## src/rtl/mips_multicycle_ctrl.sv

```systemverilog
`default_nettype none
// ============================================================================
// Module   : mips_multicycle_ctrl
// Purpose  : Multi-cycle MIPS controller FSM. Walks each instruction through
//            FETCH/DECODE/EXEC/MEM/WB over a shared variable-latency memory
//            (req/ready handshake). It also traps illegal opcodes, detects
//            memory timeouts and counts retired instructions.
// Ports    : clk, reset (sync, active-high)
//            opcode, funct, zero, mem_ready          - inputs
//            mem_req, mem_we, i_or_d, ir_write,       - memory / IR / PC control
//            pc_write, pc_write_cond, pc_src
//            alu_src_a, alu_src_b, ext_op, alu_op     - ALU control
//            reg_write, reg_dst, mem_to_reg           - register-file control
//            illegal, fault, retired, state_dbg       - status / debug
// Revision : 1.0 - initial release
// ============================================================================
module mips_multicycle_ctrl #(
    parameter int TIMEOUT = 15,
    parameter int CNT_W   = 4,
    parameter int RET_W   = 32
) (
    input  logic             clk,
    input  logic             reset,
    input  logic [5:0]       opcode,
    input  logic [5:0]       funct,
    input  logic             zero,
    input  logic             mem_ready,
    output logic             mem_req,
    output logic             mem_we,
    output logic             i_or_d,
    output logic             ir_write,
    output logic             pc_write,
    output logic             pc_write_cond,
    output logic [1:0]       pc_src,
    output logic             alu_src_a,
    output logic [1:0]       alu_src_b,
    output logic             ext_op,
    output logic [2:0]       alu_op,
    output logic             reg_write,
    output logic [1:0]       reg_dst,
    output logic [1:0]       mem_to_reg,
    output logic             illegal,
    output logic             fault,
    output logic [RET_W-1:0] retired,
    output logic [3:0]       state_dbg
);

    localparam logic [3:0] c_fetch    = 4'd0;
    localparam logic [3:0] c_decode   = 4'd1;
    localparam logic [3:0] c_exec_r   = 4'd2;
    localparam logic [3:0] c_wb_r     = 4'd3;
    localparam logic [3:0] c_exec_i   = 4'd4;
    localparam logic [3:0] c_wb_i     = 4'd5;
    localparam logic [3:0] c_mem_addr = 4'd6;
    localparam logic [3:0] c_mem_rd   = 4'd7;
    localparam logic [3:0] c_mem_wb   = 4'd8;
    localparam logic [3:0] c_mem_wr   = 4'd9;
    localparam logic [3:0] c_branch   = 4'd10;
    localparam logic [3:0] c_jump     = 4'd11;
    localparam logic [3:0] c_jal      = 4'd12;
    localparam logic [3:0] c_jr       = 4'd13;
    localparam logic [3:0] c_fault    = 4'd14;
    localparam logic [3:0] c_illegal  = 4'd15;

    localparam logic [5:0] c_op_rtype = 6'b000000;
    localparam logic [5:0] c_op_lw    = 6'b100011;
    localparam logic [5:0] c_op_sw    = 6'b101011;
    localparam logic [5:0] c_op_ori   = 6'b001101;
    localparam logic [5:0] c_op_lui   = 6'b001111;
    localparam logic [5:0] c_op_beq   = 6'b000100;
    localparam logic [5:0] c_op_j     = 6'b000010;
    localparam logic [5:0] c_op_jal   = 6'b000011;

    localparam logic [5:0] c_fn_jr    = 6'b001000;
    localparam logic [5:0] c_fn_addu  = 6'b100001;
    localparam logic [5:0] c_fn_subu  = 6'b100011;
    localparam logic [5:0] c_fn_sll   = 6'b000000;

    localparam logic [CNT_W-1:0] c_wait_limit = CNT_W'(TIMEOUT - 1);

    logic [3:0]       r_state;
    logic [3:0]       w_next;
    logic [CNT_W-1:0] r_wait;
    logic [RET_W-1:0] r_retired;
    logic             w_mem_state;
    logic             w_timeout;
    logic             w_unused_zero;

    // The zero flag is combined with pc_write_cond in the datapath PC enable.
    assign w_unused_zero = zero;

    assign w_mem_state = (r_state == c_fetch) || (r_state == c_mem_rd) ||
                         (r_state == c_mem_wr);
    // A ready on the limit cycle takes priority: timeout needs !mem_ready.
    assign w_timeout   = w_mem_state && !mem_ready && (r_wait == c_wait_limit);

    always_comb begin
        w_next = r_state;
        case (r_state)
            c_fetch: begin
                if (mem_ready)      w_next = c_decode;
                else if (w_timeout) w_next = c_fault;
            end
            c_decode: begin
                case (opcode)
                    c_op_rtype: begin
                        if (funct == c_fn_jr)
                            w_next = c_jr;
                        else if (funct == c_fn_addu || funct == c_fn_subu ||
                                 funct == c_fn_sll)
                            w_next = c_exec_r;
                        else
                            w_next = c_illegal;
                    end
                    c_op_lw, c_op_sw:   w_next = c_mem_addr;
                    c_op_ori, c_op_lui: w_next = c_exec_i;
                    c_op_beq:           w_next = c_branch;
                    c_op_j:             w_next = c_jump;
                    c_op_jal:           w_next = c_jal;
                    default:            w_next = c_illegal;
                endcase
            end
            c_exec_r:   w_next = c_wb_r;
            c_exec_i:   w_next = c_wb_i;
            c_mem_addr: w_next = (opcode == c_op_lw) ? c_mem_rd : c_mem_wr;
            c_mem_rd: begin
                if (mem_ready)      w_next = c_mem_wb;
                else if (w_timeout) w_next = c_fault;
            end
            c_mem_wr: begin
                if (mem_ready)      w_next = c_fetch;
                else if (w_timeout) w_next = c_fault;
            end
            c_wb_r, c_wb_i, c_mem_wb, c_branch, c_jump, c_jal, c_jr:
                w_next = c_fetch;
            c_fault:    w_next = c_fault;
            default:    w_next = c_illegal;
        endcase
    end

    always_ff @(posedge clk) begin
        if (reset) begin
            r_state   <= c_fetch;
            r_wait    <= '0;
            r_retired <= '0;
        end else begin
            r_state <= w_next;
            // Counter is zero outside memory states, so every entry starts at 0.
            if (w_mem_state && !mem_ready && !w_timeout)
                r_wait <= r_wait + CNT_W'(1);
            else
                r_wait <= '0;
            if (r_state != c_fetch && w_next == c_fetch)
                r_retired <= r_retired + RET_W'(1);
        end
    end

    // Outputs are decoded from the current state (plus mem_ready in FETCH)
    // and are all forced low while reset is asserted.
    always_comb begin
        mem_req       = 1'b0;
        mem_we        = 1'b0;
        i_or_d        = 1'b0;
        ir_write      = 1'b0;
        pc_write      = 1'b0;
        pc_write_cond = 1'b0;
        pc_src        = 2'd0;
        alu_src_a     = 1'b0;
        alu_src_b     = 2'd0;
        ext_op        = 1'b0;
        alu_op        = 3'b000;
        reg_write     = 1'b0;
        reg_dst       = 2'd0;
        mem_to_reg    = 2'd0;
        illegal       = 1'b0;
        fault         = 1'b0;
        retired       = '0;
        state_dbg     = 4'd0;
        if (!reset) begin
            state_dbg = r_state;
            retired   = r_retired;
            case (r_state)
                c_fetch: begin
                    mem_req   = 1'b1;
                    alu_src_b = 2'd1;
                    ir_write  = mem_ready;
                    pc_write  = mem_ready;
                end
                c_decode: begin
                    alu_src_b = 2'd3;
                    ext_op    = 1'b1;
                end
                c_exec_r: begin
                    alu_src_a = 1'b1;
                    alu_op    = 3'b100;
                end
                c_wb_r: begin
                    reg_write = 1'b1;
                    reg_dst   = 2'd1;
                end
                c_exec_i: begin
                    alu_src_a = 1'b1;
                    alu_src_b = 2'd2;
                    alu_op    = (opcode == c_op_lui) ? 3'b011 : 3'b010;
                end
                c_wb_i: reg_write = 1'b1;
                c_mem_addr: begin
                    alu_src_a = 1'b1;
                    alu_src_b = 2'd2;
                    ext_op    = 1'b1;
                end
                c_mem_rd: begin
                    mem_req = 1'b1;
                    i_or_d  = 1'b1;
                end
                c_mem_wb: begin
                    reg_write  = 1'b1;
                    mem_to_reg = 2'd1;
                end
                c_mem_wr: begin
                    mem_req = 1'b1;
                    mem_we  = 1'b1;
                    i_or_d  = 1'b1;
                end
                c_branch: begin
                    alu_src_a     = 1'b1;
                    alu_op        = 3'b001;
                    pc_write_cond = 1'b1;
                    pc_src        = 2'd1;
                end
                c_jump: begin
                    pc_write = 1'b1;
                    pc_src   = 2'd2;
                end
                c_jal: begin
                    // Register file captures the already-incremented PC.
                    pc_write   = 1'b1;
                    pc_src     = 2'd2;
                    reg_write  = 1'b1;
                    reg_dst    = 2'd2;
                    mem_to_reg = 2'd2;
                end
                c_jr: begin
                    pc_write = 1'b1;
                    pc_src   = 2'd3;
                end
                c_fault:   fault   = 1'b1;
                default:   illegal = 1'b1;
            endcase
        end
    end

endmodule
`default_nettype wire

```

## config.mk

```make
export PLATFORM = sky130hd
export DESIGN_NAME = mips_multicycle_ctrl
export DESIGN_NICKNAME = d
export VERILOG_FILES = /design/src/rtl/mips_multicycle_ctrl.sv
export SDC_FILE = /design/constraint.sdc
export NUM_CORES = 1
export LEC_CHECK = 0
export CAP_MARGIN = 20
export CORE_AREA = 3 3 80 82
export CTS_CLUSTER_SIZE = 14
export DETAILED_ROUTE_END_ITERATION = 10
export DIE_AREA = 0 0 83 85
export PLACE_DENSITY = 0.8
export SLEW_MARGIN = 15
export SYNTH_ARGS = -nofsm -noshare
export SYNTH_HDL_FRONTEND = slang
export SYNTH_SLANG_ARGS = --single-unit
```

## constraint.sdc

```tcl
create_clock -name clk -period 2.9 [get_ports clk]
set_input_delay 0.58 -clock clk [delete_from_list [all_inputs] [get_ports clk]]
set_output_delay 0.58 -clock clk [all_outputs]
set_load 0.02 [all_outputs]
```

======== Word-level counts from Yosys, hierarchy flattened ========
Index checks and enable logic that the tools add are counted.
Widths: inputs -> output; s select.
cells by class
  add/subtract/negate cells ............... 2
  equality and inequality tests ........... 25
  mux-type cells .......................... 44
  bitwise logic cells ..................... 1
  reduce and logical (&&, ||, !) cells .... 28
operators by type and width
  kind                   count
  $pmux 4 s9             1
  $add 32x1->32 const B  1
  $eq 4x4->1 const B     8
  $mux 32                1
  $mux 4                 8
  $eq 6x6->1 const B     4
  $pmux 4 s6             1
  $mux 1                 22
  $eq 6x4->1 const B     3
  $eq 4x3->1 const B     4
  $reduce_or 15->1       1
  $reduce_or 2->1        7
  $eq 6x2->1 const B     2
  $logic_not 6->1        2
  $pmux 2 s3             2
  $pmux 3 s3             1
  $eq 4x2->1 const B     2
  $logic_not 4->1        2
  $mux 2                 4
  $pmux 2 s2             2
  $reduce_or 4->1        2
  $reduce_or 7->1        1
  $eq 6x3->1 const B     1
  $reduce_or 3->1        2
  other kinds (9)        16
word-level totals
  flip-flop bits (word level) ............. 40
  input bits .............................. 16
  logic and storage cells ................. 103

======== Logic depth before layout (Yosys ltp) ========
  word-level depth ........................ 10
  mapped depth ............................ 11
  depth with buffers taken out ............ 9

======== Worst setup path after synthesis ========
Ideal clock, no wire load.
  kind .................................... in2out
  from .................................... input port reset
  to ...................................... output port alu_op[0]
  data arrival time ....................... 2.061 ns
  data required time ...................... 2.320 ns
  path slack .............................. 0.259 ns
  stages .................................. 5
  cell sequence ........................... clkbuf_1 nor2b_1 nand2_1 nor3_1 a41o_1
on the way
  cells in the longest elaborated chain, start to end .. 1
RTL lines
  element          line  RTL
  start, declared  23    input logic reset,
  $mux 3           179   if (!reset) begin
  end, declared    38    output logic [2:0] alu_op,
Every way passes these cells.

======== Worst setup path in the final report ========
  from .................................... input port mem_ready
  to ...................................... output port pc_write
on the way
  cells in the longest elaborated chain, start to end .. 2
RTL lines
  element          line  RTL
  start, declared  27    input logic mem_ready,
  $pmux 1 s2       182   case (r_state)
  $mux 1           179
  end, declared    32    output logic pc_write,
Every way passes these cells.

==> qor.yml <==
setup_path:
  cp_cell_sequence: "clkdlybuf4s50_1, buf_4, and4b_1, or2_2, clkdlybuf4s50_1"
  arrival_ps: 2270
  setup.worst_path.end_class: "output pin"
  required_ps: 2320
  cp.buffers_inverters: 3
  worst_path_most_repeated_cell: "clkdlybuf4s50_1"
  crit_path_top_delay_cell: "clkdlybuf4s50_1"
  critPathMaxStageDelay_ps: 530
  path_max_fanout: 5
  criticalPathCategory: "input port to output pin"
  path_delay_family: "buffers and inverters"
  cp-start-kind: "input port"
timing:
  max_freq_mhz: 350
  tightest_slew_ps: 547
  hold_viol_final: 0
  fin_worst_hold_slack_ps: 471
  drv_slew: 0
  post-route-period-util_pct: 98.4
  finalSetupViolCount: 0
  layout_min_cycle_time_ps: 2850
  slew_headroom_pct: 63.2
  skew_ps: 10.3
drt:
  vias_per_cell: 5.87
  ant_nets: 0
  routedWlPerCell_um: 14.7
  drc: 0
  firstDrtPassIters: 4
  finalWirelength_mm: 7.86
  drt_iter0_markers: 201
  vias: 3141
die:
  ioPinCount: 74
  start_util_pct: 49.2
  rows: 28
  chipWidth_um: 83
  dieArea_um2: 7060
  core_um2: 5820
  die_y_um: 85
synth:
  syn_area_um2: 2860
  synth-edff-count: 0
  synth_cells: 380
  yosysSeqAreaShare_pct: 28.0
  synth_nets: 399
  synth.area.top_cells: "dfxtp_1 28%, nor2b_1 7.2%, nor2_1 6.7%"
  synthArstFlopShare_pct: 0
  yosysUniqueCellTypes: 57
  synth-seq-cells: 40
  synth_top_area_share_pct: 28.0
  synth_flop_cell: "dfxtp_1"
  synth.avg_cell_area_um2: 7.53
  yosysTopAreaCell: "dfxtp_1"
  yosysWarningCount: 0
pwr:
  p_total_mw: 2.45
  power.density_nw_per_um2: 615
  peakVddDrop_uv: 524
  leakage_nw: 1.51
final_layout:
  stdcell_count: 535
  final_util_pct: 68.5
  drive_gt1_share_pct: 13.0
  regArea_um2: 805
  layout.nets: 478
  multiInputGateArea_um2: 1970
  diodes: 0
  post-route-cell-area_um2: 3980
  fillers: 512
  area_growth_pct: 39.1
grt:
  antenna_found_initial: 0
  grt_max_degree: 48
  grt_pass1_vias: 2926
  track_usage_pct: 21.3
  grt_overflow: 0
  grt_pass1_wl_mm: 13.0
run_status:
  status: "finished clean"
clock_network:
  cts_tree: "yes"
  path_clk_slew_ps: 80
  insertion_delay_ps: 300
  root_buffer: "clkbuf_8"
  clockBufferDepth: 2
  postCtsSetupRepairBufs: 0
  numCtsBuffers: 5
  htree_levels: 2
  clkSinkCount: 40
placement:
  dp_hpwl_mm: 5.57
  post_dp_cell_area_um2: 3770
  io_buffers: 72
  place.gp.congestion: 0.859
  dpl.cell_count: 525
flow_run:
  maxCapViolCount: 0
hold_path:
  hp-class: "register to register"
logic make-up (layout without fill, tap and decap cells):
group / count (synthesis) / count (layout) / share of synthesized area, %
compound gates: 62 / 62 / 15.7
xor+xnor: 3 / 3 / 0.918
fa+ha+maj: 3 / 3 / 1.31
buf+inv: 37 / 117 / 5.42
flops: 40 / 40 / 28.0
mux: 19 / 19 / 7.35
simple gates: 216 / 216 / 41.4
report_power, final:
| group | total [mW] | internal (mW) | switching [mW] |
|---|---|---|---|
| combinational | 1.32 | 0.548 | 0.768 |
| sequential | 0.685 | 0.588 | 0.0968 |
| clock | 0.446 | 0.255 | 0.191 |
| total | 2.45 | 1.39 | 1.06 |
Yosys cell counts (all sizes together), types with 2 or more instances:
| master | n |
|---|---|
| or4 | 15 |
| inv | 9 |
| nor3b | 2 |
| clkbuf | 18 |
| o31ai | 13 |
| or3 | 2 |
| nor4 | 11 |
| ha | 3 |
| and2 | 5 |
| nand2 | 22 |
| nor2b | 33 |
| nor3 | 17 |
| or2 | 2 |
| o21ai | 5 |
| and3 | 14 |
| o21ba | 2 |
| o31a | 2 |
| nand3 | 18 |
| nand3b | 3 |
| buf | 10 |
| a21oi | 20 |
| dfxtp | 40 |
| and4b | 4 |
| mux2 | 16 |
| xnor2 | 2 |
| mux2i | 3 |
| nor2 | 51 |
| and4 | 2 |
| nand2b | 3 |
| a31oi | 3 |
| nand4 | 12 |
registers in the layout, summed over array words and instances (netlist names):
signal	flops
r_state	4
r_wait	4
r_retired	32
repair_timing:
| item | CTS | global route |
|---|---|---|
| gates cloned | 0 | 2 |
| hold buffers | 0 | 0 |
| gates resized for setup | 1 | 24 |
| pin swaps | 2 | 8 |
| setup endpoints to repair | 3 | 30 |
area by class of cell:
| type | instances | area share, % |
|---|---|---|
| inverters | 9 | 0.849 |
| clock buffers | 6 | 1.82 |
| clock inverters | 2 | 0.880 |
| flip-flops and latches | 40 | 20.2 |
| repair buffers | 100 | 24.4 |
| well taps | 75 | 2.36 |
| multi-input cells | 303 | 49.5 |
metal layers:
| metal | part of all wire [%] | wire [um] | global-route usage [%] |
|---|---|---|---|
| met4 | 1.4 | 109 | 6.98 |
| met3 | 6.2 | 490 | 4.37 |
| met1 | 44 | 3450 | 25.9 |
| met2 | 48 | 3810 | 37.8 |
| met5 | 0 | 0 | 0 |
worst register-to-register path, cell delays in order, from the launching register on:
cell and delay, ps:
dfxtp_1 600, nor2_1 210, nand3b_1 180, o221ai_1 200, a221oi_4 290, nand4_1 260
buf_6 210, or4_4 480, a21oi_2 130
stage by stage:
| stage | TNS [ps] | setup WS, ps |
|---|---|---|
| 2_1_floorplan | 0 | 259 |
| 3_3_place_gp | -6110 | -281 |
| 3_5_place_dp | -7140 | -334 |
| 4_1_cts | -10.1 | -10.1 |
| 5_1_grt | -39.6 | -20.3 |
| 6_report | 0 | 45.3 |
cell usage in the layout (no fill, tap or decap), types with 4 or more instances in the layout:
| cell | count |
|---|---|
| nor4_1 | 10 |
| clkbuf_8 | 5 |
| and2_1 | 5 |
| a21oi_1 | 18 |
| inv_1 | 9 |
| nor3_1 | 14 |
| nand2_1 | 21 |
| buf_4 | 21 |
| mux2_1 | 12 |
| and3_1 | 14 |
| or4_1 | 13 |
| mux2_2 | 4 |
| nor2_1 | 50 |
| nor2b_1 | 33 |
| clkdlybuf4s50_1 | 65 |
| nand3_1 | 18 |
| dfxtp_1 | 37 |
| nand4_1 | 12 |
| dlymetal6s2s_1 | 6 |
| o31ai_1 | 13 |
path summary, 6_finish.rpt:
check,start,to,slack (ps),depth (start not counted)
max,mem_ready,pc_write,50,5
min,r_wait[0]$_SDFF_PP0_,r_wait[0]$_SDFF_PP0_,470,1
max reg2reg,r_state[3]$_SDFF_PP0_,r_retired[19]$_SDFFE_PP0P_,280,8
min reg2reg,r_wait[0]$_SDFF_PP0_,r_wait[0]$_SDFF_PP0_,470,1
No activity file was read; power rests on OpenSTA's default activity.
